==> src/rtl/divisao_sequencial.sv <==
// divisao_sequencial
//   Multi-cycle unsigned fixed-point divider for Q(WIDTH-FRAC).FRAC operands.
//   Computes quociente = (dividendo << FRAC) / divisor by restoring
//   shift-subtract, one quotient bit per clock, behind a start/busy/done
//   handshake.
//
//   Optional feature: define DIV_ROUND_EN to round to nearest instead of
//   truncating toward zero.
//
// Ports
//   clk        clock, rising edge
//   rst        synchronous reset, active-high; aborts any operation silently
//   inicio     start request, sampled only while ocupado=0
//   dividendo  dividend (Q format), captured on accepted start
//   divisor    divisor (Q format), captured on accepted start
//   quociente  registered result, held until the next result write
//   ocupado    high while the FSM is not idle
//   pronto     one-cycle pulse, result valid
//   erro       divide-by-zero flag for the last result
//   estouro    overflow flag for the last result
module divisao_sequencial #(
  parameter int WIDTH = 20,
  parameter int FRAC  = 12
) (
  input  logic             clk,
  input  logic             rst,
  input  logic             inicio,
  input  logic [WIDTH-1:0] dividendo,
  input  logic [WIDTH-1:0] divisor,
  output logic [WIDTH-1:0] quociente,
  output logic             ocupado,
  output logic             pronto,
  output logic             erro,
  output logic             estouro
);

  localparam int N  = WIDTH + FRAC;
  localparam int CW = $clog2(N + 1);
  localparam logic [CW-1:0] N_CNT   = CW'(N);
  localparam logic [CW-1:0] ONE_CNT = CW'(1);

  typedef enum logic [1:0] {
    IDLE = 2'd0,
    CALC = 2'd1,
    DONE = 2'd2
  } state_t;

  state_t           state_r;
  logic [CW-1:0]    cnt_r;
  logic [N-1:0]     num_r;
  logic [N-1:0]     quo_r;
  logic [WIDTH:0]   rem_r;
  logic [WIDTH-1:0] div_r;

  logic [WIDTH+1:0] rem_shift_s;
  logic [WIDTH:0]   rem_next_s;
  logic             ge_s;
  logic [N-1:0]     quo_next_s;
  logic             ovf_s;
  logic             rnd_s;
  logic [WIDTH:0]   sum_s;
  logic [WIDTH-1:0] res_s;
  logic             res_ovf_s;

  // One restoring iteration plus final result formatting (saturation/rounding)
  always_comb begin
    rem_shift_s = {rem_r, num_r[N-1]};
    // Stored remainder is always below the divisor, so the top bit only
    // guarantees the compare; the difference always fits WIDTH+1 bits.
    ge_s = rem_shift_s[WIDTH+1] | (rem_shift_s[WIDTH:0] >= {1'b0, div_r});
    if (ge_s) begin
      rem_next_s = rem_shift_s[WIDTH:0] - {1'b0, div_r};
    end else begin
      rem_next_s = rem_shift_s[WIDTH:0];
    end
    quo_next_s = {quo_r[N-2:0], ge_s};
    // Any set bit above WIDTH means the result does not fit the Q format
    ovf_s = |quo_next_s[N-1:WIDTH];
`ifdef DIV_ROUND_EN
    rnd_s = ({rem_next_s, 1'b0} >= {2'b00, div_r});
`else
    rnd_s = 1'b0;
`endif
    sum_s = {1'b0, quo_next_s[WIDTH-1:0]} + {{WIDTH{1'b0}}, rnd_s};
    if (ovf_s || sum_s[WIDTH]) begin
      res_s     = {WIDTH{1'b1}};
      res_ovf_s = 1'b1;
    end else begin
      res_s     = sum_s[WIDTH-1:0];
      res_ovf_s = 1'b0;
    end
  end

  // Control FSM, datapath registers and registered outputs
  always_ff @(posedge clk) begin
    if (rst) begin
      state_r   <= IDLE;
      cnt_r     <= {CW{1'b0}};
      num_r     <= {N{1'b0}};
      quo_r     <= {N{1'b0}};
      rem_r     <= {(WIDTH+1){1'b0}};
      div_r     <= {WIDTH{1'b0}};
      quociente <= {WIDTH{1'b0}};
      ocupado   <= 1'b0;
      pronto    <= 1'b0;
      erro      <= 1'b0;
      estouro   <= 1'b0;
    end else begin
      case (state_r)
        IDLE: begin
          pronto <= 1'b0;
          if (inicio) begin
            num_r   <= {dividendo, {FRAC{1'b0}}};
            div_r   <= divisor;
            rem_r   <= {(WIDTH+1){1'b0}};
            quo_r   <= {N{1'b0}};
            cnt_r   <= N_CNT;
            ocupado <= 1'b1;
            if (divisor == {WIDTH{1'b0}}) begin
              state_r <= DONE;
            end else begin
              state_r <= CALC;
            end
          end else begin
            state_r <= IDLE;
          end
        end
        CALC: begin
          rem_r <= rem_next_s;
          num_r <= {num_r[N-2:0], 1'b0};
          quo_r <= quo_next_s;
          cnt_r <= cnt_r - ONE_CNT;
          if (cnt_r == ONE_CNT) begin
            quociente <= res_s;
            estouro   <= res_ovf_s;
            erro      <= 1'b0;
            pronto    <= 1'b1;
            state_r   <= DONE;
          end else begin
            state_r <= CALC;
          end
        end
        DONE: begin
          // Arriving from CALC the pulse is already up; arriving straight
          // from a zero-divisor accept the result is written here first.
          if (pronto) begin
            pronto  <= 1'b0;
            ocupado <= 1'b0;
            state_r <= IDLE;
          end else begin
            quociente <= {WIDTH{1'b1}};
            erro      <= 1'b1;
            estouro   <= 1'b0;
            pronto    <= 1'b1;
            state_r   <= DONE;
          end
        end
        default: begin
          state_r <= IDLE;
          ocupado <= 1'b0;
          pronto  <= 1'b0;
        end
      endcase
    end
  end

endmodule

==> config.mk <==
export PLATFORM = sky130hd
export DESIGN_NAME = divisao_sequencial
export DESIGN_NICKNAME = d
export VERILOG_FILES = /design/src/rtl/divisao_sequencial.sv
export SDC_FILE = /design/constraint.sdc
export NUM_CORES = 1
export LEC_CHECK = 0
export CORE_ASPECT_RATIO = 0.9
export CORE_UTILIZATION = 50
export DETAILED_ROUTE_END_ITERATION = 16
export PLACE_DENSITY = 0.7
export SLEW_MARGIN = 0
export SYNTH_ARGS = -nofsm -noshare
export SYNTH_HDL_FRONTEND = slang
export SYNTH_SLANG_ARGS = --single-unit
==> constraint.sdc <==
create_clock -name clk -period 4.75 [get_ports clk]
set_input_delay 0.475 -clock clk [delete_from_list [all_inputs] [get_ports clk]]
set_output_delay 0.475 -clock clk [all_outputs]
set_load 0.05 [all_outputs]
==> flow_metrics.py <==
metrics = {
    "sta": {
        "clock.fmax_ghz": 0.3592,
        "holdWs_ns": 0.4534,
        "fin_crit_sh": 0.5861,
        "final_hold_viol_count": 0,
        "fin_ws_ns": 1.966,
        "setup_viol": 0,
        "rsz0062_at_grt": "no",
        "fin_skew_ns": 0.007965,
        "finalSetupTns_ns": 0,
        "relSlewSlack": 0.3596,
        "fin_crit_ns": 2.784,
        "drv_slew": 0,
        "worst_pin_slew_ns": 0.9606,
    },
    "routing": {
        "final_antenna_net_count": 0,
        "dr_total_vias": 5662,
        "drtPass1Iterations": 5,
        "routed_wl_um": 15320,
        "drt-vias-per-instance": 5.855,
        "wl_per_cell_um": 15.84,
        "drt_iter0_markers": 581,
        "drc": 0,
    },
    "clocking": {
        "clockRootBuffer": "clkbuf_16",
        "cts_buffer_depth": 2,
        "numCtsBuffers": 17,
        "path_clk_slew_ns": 0.05,
        "htreeDepth": 4,
        "worstSkewPairLatency_ns": 0.41,
        "ctsResizeCount": 0,
        "post_cts_buffers": 0,
        "cts.hold.buffers_added": 0,
        "cts_tree": "built",
        "clock_sinks": 124,
    },
    "synthesis": {
        "synth-main-ff-cell": "dfxtp_1",
        "async_flop_share": 0,
        "seq_area_frac_synth": 0.4060,
        "synth-seq-cells": 124,
        "synth_fp_nets": 826,
        "syn_inst": 756,
        "yosysWarningCount": 0,
        "synthTopCellsByArea": "dfxtp_1, a21oi_1, nand2_1, ha_1, nand3_1",
        "syn_area_um2": 6115,
        "synth_cell_types": 59,
        "synth_top_area_frac": 0.4060,
        "syn_avg_cell_area_um2": 8.088,
        "synth_top_cell_by_area": "dfxtp_1",
        "synth_edf_count": 0,
    },
    "global_routing": {
        "grt_max_degree": 60,
        "grt_use_total": 0.2535,
        "grt_overflow_total": 0,
        "antenna_found_initial": 1,
        "grt_first_pass_wirelength_um": 25640,
        "grt_pass1_vias": 5403,
    },
    "power": {
        "peakVddDrop_mv": 0.3303,
        "power.leakage_nw": 2.792,
        "p_per_area_nw_per_um2": 531.5,
        "finalPower_mw": 3.928,
    },
    "place": {
        "dp_cells": 934,
        "preCtsSetupSlack_ns": 1.737,
        "routabilityCongestion": 0.9073,
        "io_buffers": 66,
        "dpl.hpwl_um": 10670,
        "placed_cell_area_um2": 6803,
    },
    "finish": {
        "layout_common_cells": "dfxtp_1, nand2_1, a21oi_1, nor2_1, clkdlybuf4s50_1",
        "layout-drive-gt1-share": 0.06420,
        "finalNonFillerCells": 967,
        "area_growth_pct": 20.85,
        "seq_area_um2": 2482,
        "multi_input_area_um2": 3308,
        "nFillCells": 1017,
        "nets": 867,
        "final_common_cell": "dfxtp_1",
        "fin_area_um2": 7390,
        "fin_util": 0.6334,
    },
    "floorplanning": {
        "core_area_um2": 11670,
        "die_w_um": 118.6,
        "start_util": 0.5241,
        "die_y_um": 106.9,
        "rows": 37,
        "die_area_um2": 12680,
        "ios": 67,
    },
    "critical_path": {
        "crit_path_start": "num_r[31]",
        "rr_startpoint": "num_r[31]",
        "arrival_ns": 3.11,
        "startpoint_type": "register",
        "critPathCaptureType": "register",
        "r2r_setup_slack_ns": 1.97,
        "crit_end": "rem_r[20]",
        "required_ns": 5.08,
        "path_class": "reg -> reg",
        "worstPathMaxFanout": 4,
        "reg2reg_depth": 10,
        "r2r-end": "rem_r[20]",
    },
    "hold_path": {
        "min_path_type": "reg -> reg",
        "min_from": "div_r[11]",
    },
    "run_status": {
        "status": "finished clean",
    },
    "flow_run": {
        "max_cap_viol_count": 0,
    },
}
==> synthesized netlist by cell type (all sizes together), types with 4 or more instances <==
cell type  instances
nor3              10
a211oi            21
o31ai              6
nand2            108
nand2b            11
nand3             60
o21ai             16
inv               31
nand4              7
xor2               6
nor4              10
dfxtp            124
o211ai             4
buf               13
o22ai             19
xnor2             13
nor2              67
ha                26
a21o               4
clkbuf            37
a21oi             89
mux2i             22
a32oi             11
==> final cells by class <==
| class | instances | area share |
|---|---|---|
| tap | 156 | 0.02641 |
| clock buffer | 20 | 0.05909 |
| timing repair buffer | 72 | 0.09482 |
| multi-input combinational | 551 | 0.4477 |
| sequential | 124 | 0.3359 |
| clock inverter | 12 | 0.01998 |
| antenna | 1 | 0.0003386 |
| inverter | 31 | 0.01575 |
==> metal layers <==
metal  vias to the layer above  GRT usage  part of all wire
met5                         -          0                 0
met1                      2660     0.3299              0.46
met3                        25    0.05532             0.062
li1                       2768          -                 -
met4                         0    0.09313             0.014
met2                       209     0.4131              0.46
==> sequential cells by signal, summed over array words and instances, names as in the netlist <==
| register | count |
|---|---|
| num_r | 20 |
| erro | 1 |
| rem_r | 21 |
| quociente | 20 |
| pronto | 1 |
| state_r | 2 |
| cnt_r | 6 |
| ocupado | 1 |
| estouro | 1 |
| quo_r | 31 |
| div_r | 20 |
==> logic make-up after synthesis <==
family / Yosys count / synth area share
flops: 124 / 0.4060
buf+inv: 81 / 0.05668
simple gates: 294 / 0.2200
compound gates: 189 / 0.1977
mux: 22 / 0.03601
fa+ha+maj: 27 / 0.05648
xor+xnor: 19 / 0.02722
==> power breakdown <==
group | total (mW) | leakage (nW) | internal [mW] | switching, mW
Sequential | 1.20 | 1.01 | 1.13 | 0.0706
Combinational | 1.45 | 1.50 | 0.531 | 0.915
Clock | 1.28 | 0.284 | 0.820 | 0.458
==> worst min path at each step <==
stage	to	slack, ns	cells past startpoint
after floorplan	rem_r[20]	0.42	2
after global placement	quo_r[30]	0.44	2
after detailed placement	div_r[5]	0.45	2
after CTS	div_r[5]	0.46	2
after global routing	div_r[11]	0.48	2
final	div_r[11]	0.45	2
==> critical path, stage by stage, from the launching register on <==
cell and delay [ns]:
dfxtp_1 0.33, inv_1 0.06, ha_1 0.23, fa_1 0.41
or2b_1 0.26, a21oi_1 0.24, o21ai_0 0.27, and4_1 0.28
nor4b_1 0.31, a211oi_1 0.12, o21ai_0 0.19
Note: power is estimated with default switching activity, not from simulation.
